==> src/rtl/mmu_bus_arbiter_pkg.sv <==
// rtl/mmu_bus_arbiter_pkg.sv - mmu bus transfer encodings and arbiter state type
package mmu_pkg;

    localparam logic [2:0] TRANSFER_IDLE   = 3'b000;
    localparam logic [2:0] TRANSFER_NONSEQ = 3'b010;
    localparam logic [2:0] TRANSFER_SEQ    = 3'b011;

    typedef enum logic [1:0] {
        ST_IDLE   = 2'd0,
        ST_NONSEQ = 2'd1,
        ST_SEQ    = 2'd2,
        ST_ERR    = 2'd3
    } arb_state_t;

endpackage

==> src/rtl/mmu_bus_arbiter_if.sv <==
// rtl/mmu_bus_arbiter_if.sv - driver claim / unit handshake bundle around the arbiter
interface mmu_bus_arbiter_if #(
    parameter int DRIVER_CNT = 2
);
    localparam int IDX_W = (DRIVER_CNT > 1) ? $clog2(DRIVER_CNT) : 1;

    logic [DRIVER_CNT-1:0] CLAIM;
    logic                  U_READYOUT;
    logic                  U_RESP;
    logic [2:0]            TRANS;
    logic [DRIVER_CNT-1:0] GRANT;
    logic [IDX_W-1:0]      GRANT_IDX;
    logic [DRIVER_CNT-1:0] D_READYOUT;
    logic [DRIVER_CNT-1:0] D_RESP;
    logic                  ABORT;

    modport master (
        input  CLAIM, U_READYOUT, U_RESP,
        output TRANS, GRANT, GRANT_IDX, D_READYOUT, D_RESP, ABORT
    );

    modport slave (
        output CLAIM, U_READYOUT, U_RESP,
        input  TRANS, GRANT, GRANT_IDX, D_READYOUT, D_RESP, ABORT
    );

endinterface

==> src/rtl/mmu_bus_arbiter_rr_pick.sv <==
// rtl/mmu_bus_arbiter_rr_pick.sv - first request after a pointer, wrapping, with optional exclusion
module mmu_rr_pick #(
    parameter int DRIVER_CNT = 2,
    parameter int IDX_W      = 1
) (
    input  logic [DRIVER_CNT-1:0] req,
    input  logic [IDX_W-1:0]      ptr,
    input  logic [DRIVER_CNT-1:0] exclude,
    output logic [DRIVER_CNT-1:0] onehot,
    output logic [IDX_W-1:0]      idx,
    output logic                  valid
);

    logic [DRIVER_CNT-1:0] req_m;

    assign req_m = req & ~exclude;

    always_comb begin
        int j;
        j      = 0;
        onehot = '0;
        idx    = '0;
        valid  = 1'b0;
        // ptr itself is checked last, so the previous winner has lowest priority
        for (int k = 1; k <= DRIVER_CNT; k++) begin
            j = int'(ptr) + k;
            if (j >= DRIVER_CNT) begin
                j = j - DRIVER_CNT;
            end
            if (!valid && req_m[j]) begin
                valid     = 1'b1;
                onehot[j] = 1'b1;
                idx       = IDX_W'(j);
            end
        end
    end

endmodule

==> src/rtl/mmu_bus_arbiter.sv <==
// rtl/mmu_bus_arbiter.sv - round-robin owner selection and TRANS sequencing for the mmu_unit bus
module mmu_bus_arbiter
    import mmu_pkg::*;
#(
    parameter int DRIVER_CNT = 2,
    parameter int TIMEOUT    = 64
) (
    input  logic                CLK,
    input  logic                RST,
    mmu_bus_arbiter_if.master   bus
);

    localparam int IDX_W = (DRIVER_CNT > 1) ? $clog2(DRIVER_CNT) : 1;
    localparam int TMR_W = $clog2(TIMEOUT) + 1;

    arb_state_t            state_q, state_d;
    logic [IDX_W-1:0]      ptr_q, ptr_d;
    logic [TMR_W-1:0]      timer_q, timer_d;
    logic [2:0]            trans_q, trans_d;
    logic [DRIVER_CNT-1:0] grant_q, grant_d;
    logic [IDX_W-1:0]      grant_idx_q, grant_idx_d;
    logic [DRIVER_CNT-1:0] d_ready_q, d_ready_d;
    logic [DRIVER_CNT-1:0] d_resp_q, d_resp_d;
    logic                  abort_q, abort_d;

    logic [DRIVER_CNT-1:0] excl;
    logic [DRIVER_CNT-1:0] pick_oh;
    logic [IDX_W-1:0]      pick_idx;
    logic                  pick_valid;

    // the owner only loses its place when someone else is waiting
    assign excl = ((bus.CLAIM & ~grant_q) != '0) ? grant_q : '0;

    mmu_rr_pick #(
        .DRIVER_CNT (DRIVER_CNT),
        .IDX_W      (IDX_W)
    ) u_pick (
        .req     (bus.CLAIM),
        .ptr     (ptr_q),
        .exclude (excl),
        .onehot  (pick_oh),
        .idx     (pick_idx),
        .valid   (pick_valid)
    );

    always_comb begin
        state_d     = state_q;
        ptr_d       = ptr_q;
        timer_d     = timer_q;
        grant_d     = grant_q;
        grant_idx_d = grant_idx_q;
        abort_d     = 1'b0;

        case (state_q)
            ST_IDLE: begin
                if (pick_valid && bus.U_READYOUT && !bus.U_RESP) begin
                    grant_d     = pick_oh;
                    grant_idx_d = pick_idx;
                    ptr_d       = pick_idx;
                    state_d     = ST_NONSEQ;
                end
            end
            ST_NONSEQ: begin
                timer_d = '0;
                state_d = ST_SEQ;
            end
            ST_SEQ: begin
                if (bus.U_RESP) begin
                    state_d = ST_ERR;
                end else if (bus.U_READYOUT) begin
                    if (pick_valid) begin
                        grant_d     = pick_oh;
                        grant_idx_d = pick_idx;
                        ptr_d       = pick_idx;
                        state_d     = ST_NONSEQ;
                    end else begin
                        grant_d = '0;
                        state_d = ST_IDLE;
                    end
                end else if (timer_q == TMR_W'(TIMEOUT - 1)) begin
                    abort_d = 1'b1;
                    state_d = ST_ERR;
                end else if (timer_q != '1) begin
                    timer_d = timer_q + 1'b1;
                end
            end
            ST_ERR: begin
                grant_d = '0;
                state_d = ST_IDLE;
            end
            default: begin
                grant_d = '0;
                state_d = ST_IDLE;
            end
        endcase
    end

    // outputs are precomputed from the next state so every port comes straight off a flop
    always_comb begin
        trans_d   = TRANSFER_IDLE;
        d_ready_d = '1;
        d_resp_d  = '0;
        case (state_d)
            ST_NONSEQ, ST_SEQ: begin
                trans_d   = (state_d == ST_NONSEQ) ? TRANSFER_NONSEQ : TRANSFER_SEQ;
                d_ready_d = bus.U_READYOUT ? '1 : ~grant_d;
                d_resp_d  = bus.U_RESP ? grant_d : '0;
            end
            ST_ERR: begin
                d_resp_d = grant_d;
            end
            default: begin
                trans_d = TRANSFER_IDLE;
            end
        endcase
    end

    always_ff @(posedge CLK) begin
        if (RST) begin
            state_q     <= ST_IDLE;
            ptr_q       <= IDX_W'(DRIVER_CNT - 1);
            timer_q     <= '0;
            trans_q     <= TRANSFER_IDLE;
            grant_q     <= '0;
            grant_idx_q <= '0;
            d_ready_q   <= '1;
            d_resp_q    <= '0;
            abort_q     <= 1'b0;
        end else begin
            state_q     <= state_d;
            ptr_q       <= ptr_d;
            timer_q     <= timer_d;
            trans_q     <= trans_d;
            grant_q     <= grant_d;
            grant_idx_q <= grant_idx_d;
            d_ready_q   <= d_ready_d;
            d_resp_q    <= d_resp_d;
            abort_q     <= abort_d;
        end
    end

    assign bus.TRANS      = trans_q;
    assign bus.GRANT      = grant_q;
    assign bus.GRANT_IDX  = grant_idx_q;
    assign bus.D_READYOUT = d_ready_q;
    assign bus.D_RESP     = d_resp_q;
    assign bus.ABORT      = abort_q;

endmodule

==> src/flat_wrapper.sv <==
// flat-port wrapper written by rule: the top's interface ports become plain ports
module mmu_bus_arbiter_flat import mmu_pkg::*;
#(
    parameter int DRIVER_CNT = 2,
    parameter int TIMEOUT    = 64
)
  (CLK, RST, bus_CLAIM, bus_U_READYOUT, bus_U_RESP, bus_TRANS, bus_GRANT, bus_GRANT_IDX, bus_D_READYOUT, bus_D_RESP, bus_ABORT);
  mmu_bus_arbiter_if #(.DRIVER_CNT(DRIVER_CNT)) bus_i ();
  input  logic CLK;
  input  logic RST;
  input wire logic [$bits(bus_i.CLAIM)-1:0] bus_CLAIM;
  input wire logic [$bits(bus_i.U_READYOUT)-1:0] bus_U_READYOUT;
  input wire logic [$bits(bus_i.U_RESP)-1:0] bus_U_RESP;
  output wire logic [$bits(bus_i.TRANS)-1:0] bus_TRANS;
  output wire logic [$bits(bus_i.GRANT)-1:0] bus_GRANT;
  output wire logic [$bits(bus_i.GRANT_IDX)-1:0] bus_GRANT_IDX;
  output wire logic [$bits(bus_i.D_READYOUT)-1:0] bus_D_READYOUT;
  output wire logic [$bits(bus_i.D_RESP)-1:0] bus_D_RESP;
  output wire logic [$bits(bus_i.ABORT)-1:0] bus_ABORT;
  assign bus_i.CLAIM = bus_CLAIM;
  assign bus_i.U_READYOUT = bus_U_READYOUT;
  assign bus_i.U_RESP = bus_U_RESP;
  assign bus_TRANS = bus_i.TRANS;
  assign bus_GRANT = bus_i.GRANT;
  assign bus_GRANT_IDX = bus_i.GRANT_IDX;
  assign bus_D_READYOUT = bus_i.D_READYOUT;
  assign bus_D_RESP = bus_i.D_RESP;
  assign bus_ABORT = bus_i.ABORT;
  mmu_bus_arbiter #(.DRIVER_CNT(DRIVER_CNT), .TIMEOUT(TIMEOUT)) u_core (.CLK(CLK), .RST(RST), .bus(bus_i));
endmodule
==> config.mk <==
export PLATFORM = sky130hd
export DESIGN_NAME = mmu_bus_arbiter_flat
export DESIGN_NICKNAME = d
export VERILOG_FILES = /design/src/rtl/mmu_bus_arbiter_pkg.sv /design/src/rtl/mmu_bus_arbiter_if.sv /design/src/rtl/mmu_bus_arbiter_rr_pick.sv /design/src/rtl/mmu_bus_arbiter.sv /design/src/flat_wrapper.sv
export SDC_FILE = /design/constraint.sdc
export NUM_CORES = 1
export LEC_CHECK = 0
export CORE_MARGIN = 2
export CORE_UTILIZATION = 53
export CTS_BUF_LIST = sky130_fd_sc_hd__clkbuf_2
export DETAILED_ROUTE_END_ITERATION = 16
export PLACE_DENSITY = 0.8
export SLEW_MARGIN = 20
export SYNTH_ARGS = -nofsm -noshare
export SYNTH_HDL_FRONTEND = slang
export SYNTH_HIERARCHICAL = 1
export SYNTH_SLANG_ARGS = --single-unit
==> constraint.sdc <==
create_clock -name CLK -period 2.6 [get_ports CLK]
set_input_delay 0.39 -clock CLK [delete_from_list [all_inputs] [get_ports CLK]]
set_output_delay 0.39 -clock CLK [all_outputs]
set_load 0.01 [all_outputs]
==> metrics.txt, run 1 <==
LEAKAGE 0.000481 µW; Yosys top cell by area dfxtp_1; Synth Flop Type dfxtp_1; top-area cell type share of the netlist area 0.431; CTS Buffer Depth 2; Starting Density 0.550; Row Count 15; Worst EP arrival 2.64 ns; DRT Pass-1 Iters 4; Synth warnings 6; f_max 412 MHz; # DRC 0; ys async rst share 0; die area 0.00210 mm²; final worst slack 0.172 ns; hold-fix buffers at CTS 0; Sw Share 0.262; Synth Cell Area 928 µm²; n_diodes 0; vias in the first global route 666; WS Path Type in -> reg; Die Width 45.9 µm; die height 45.9 µm; CP Max Fanout 3; Clock Skews 0.00372 ns; Post-DRT Antenna Nets 0; Post-Route WL 1.81 mm; Required @ worst endpoint 2.81 ns; WL/cell 12.3 µm; Hold Path Class reg -> reg; Fin. Hold Viols 0; routed via count 788; I/O Buffers 15; RePlAce Congestion 0.821; fin util 0.697; gr ovfl total 0; Clk Latency, worst-skew pair 0.30 ns; status finished, final reports clean; Layout Nets 141; Tmin final 2.43 ns; GR Util All Layers 0.183; Net Sw Power 143 µW; Area Overhead vs Synth 26.8%; clock share of power 0.226; P_int 401 µW; Final TNS setup 0 ns; DRT iter0 DRCs 13; vias per cell 5.36; RSZ-0062 raised after global routing false; maxcap violations 0; Final Cell Area 0.00118 mm²; Mapped Cells 106; synth top area cells dfxtp_1 43%, nor2_1 6.1%, ha_1 5.4%; CTS buffer count 3; Area after DPL 0.00114 mm²; Sink Count 20; share of cells above drive strength 1 0.162; Final Setup Violations 0; Power Density 462 mW/mm²; Syn Nets 116; initial antenna violation count 0; sequential share of power 0.599; first-pass GRT wire length 2.78 mm; Worst setup EP type flop; Slew Limit Fails 0; CORE AREA 0.00169 mm²; Synth cell types 37; clock-pin slew on the worst setup and hold paths 0.18 ns; worst slack, placed -0.340 ns; HPWL Detailed 1.38 mm; largest net degree at the start of global routing 12; Post-synth EDFFs 0; # IOs 17; H-tree levels 1; crit path launch type input port; combinational power share 0.176; VDD IR max 190 µV; register area share after synthesis 0.431; fillcell total 133; CTS root buf clkbuf_2; fin crit share 0.934; FF+latch count, synth 20; TritonCTS clock tree yes; Avg Cell Area, Syn 8.76 µm²
==> layout by cell type, fill, tap and decap left out, types with 2 or more instances in the layout <==
cell type        instances
buf_4                    8
inv_1                    5
nand2_1                  9
a31oi_1                  2
nor2b_1                  4
dfxtp_1                 20
clkdlybuf4s50_1         14
a22oi_1                  2
nor2_1                  15
ha_1                     4
or2_2                    2
and3_1                   2
clkbuf_2                 3
a21oi_1                  5
nand3_1                  4
nor3_1                   2
nand2b_1                 2
o21ai_0                  5
==> synth_stat cells, types with 2 or more instances <==
master / instances
a21oi_1: 5
a22oi_1: 2
a31oi_1: 2
and3_1: 2
and3b_1: 2
dfxtp_1: 20
ha_1: 4
inv_1: 5
nand2_1: 9
nand2b_1: 2
nand3_1: 4
nor2_1: 15
nor2b_1: 4
nor3_1: 2
o21ai_0: 5
or2_2: 2
==> cells by family (layout without fill, tap and decap cells) <==
kind of cell             count (synthesis)  in the layout  synth area share
AO/OA/AOI/OAI                           20             20             0.131
XOR/XNOR                                 1              1           0.00944
adder cells (fa/ha/maj)                  4              4            0.0539
buffers and inverters                    8             32            0.0445
flip-flops                              20             20             0.431
other                                    1              1           0.00404
AND/OR/NAND/NOR                         52             52             0.326
==> area by class of cell <==
class	count	area, µm²	area share
clock inverters	1	3.75	0.00319
multi-input cells	78	505	0.429
inverters	5	18.8	0.0159
well taps	17	21.3	0.0181
flip-flops and latches	20	400	0.340
clock buffers	3	15.0	0.0128
repair buffers	23	213	0.181
==> state kept, by name, indices dropped and copies added, names as in the netlist <==
| register | flops |
|---|---|
| u_core/ptr_q | 1 |
| u_core/bus.GRANT_IDX | 1 |
| u_core/bus.TRANS | 2 |
| u_core/bus.D_READYOUT | 2 |
| u_core/bus.GRANT | 2 |
| u_core/state_q | 2 |
| u_core/bus.ABORT | 1 |
| u_core/timer_q | 7 |
| u_core/bus.D_RESP | 2 |
==> per-layer routing <==
| layer | share of wire | up-vias | global-route usage |
|---|---|---|---|
| met2 | 0.50 | 14 | 0.308 |
| met4 | 0 | 0 | 0.0686 |
| li1 | - | 415 | - |
| met5 | 0 | - | 0 |
| met1 | 0.46 | 359 | 0.237 |
| met3 | 0.039 | 0 | 0.0238 |
==> critical path, stage by stage <==
cell,delay (ns)
clkdlybuf4s50_1,0.47
nand2_1,0.06
nor2_1,0.10
nand2b_4,0.13
nand2b_1,0.06
nand2_1,0.10
nand3b_1,0.10
o221ai_2,0.19
inv_1,0.08
ha_1,0.28
or2_2,0.32
a211oi_2,0.25
nand2_1,0.09
==> stage by stage <==
step / cells / total power (µW) / hold slack, ns
2_1_floorplan: 106 / 380 / 0.430
5_1_grt: 147 / 574 / 0.489
6_report: 147 / 544 / 0.477
3_3_place_gp: 143 / 421 / 0.421
4_1_cts: 147 / 546 / 0.473
3_5_place_dp: 143 / 424 / 0.434
==> power groups by stage <==
stage	Sequential [µW]	Clock [µW]	Combinational, µW
global placement	331	0	90.4
floorplan	331	0	49.3
detailed placement	331	0	92.6
CTS	325	129	92.9
global route	327	140	107
finish	326	123	95.4
==> what timing repair did <==
item,4_1_cts,5_1_grt
endpoints found under the setup margin,0,2
gates resized for setup,0,5
setup buffers,0,0
==> worst paths after layout <==
| check | startpoint | end | slack, ns | depth (start not counted) |
|---|---|---|---|---|
| min | u_core/bus.GRANT_IDX | u_core/bus.GRANT_IDX | 0.48 | 2 |
| max reg2reg | u_core/bus.GRANT[0] | u_core/bus.D_READYOUT[0] | 0.22 | 11 |
| max | bus_CLAIM[0] | u_core/bus.D_READYOUT[0] | 0.17 | 13 |
| min reg2reg | u_core/bus.GRANT_IDX | u_core/bus.GRANT_IDX | 0.48 | 2 |
Note: power is estimated with default switching activity, not from simulation.
==> run 2: changes to the inputs <==
CTS_CLUSTER_DIAMETER = 150   (was default)
==> results of run 2 <==
Same layout as run 1: the final DEF is identical, and so are final timing and power.
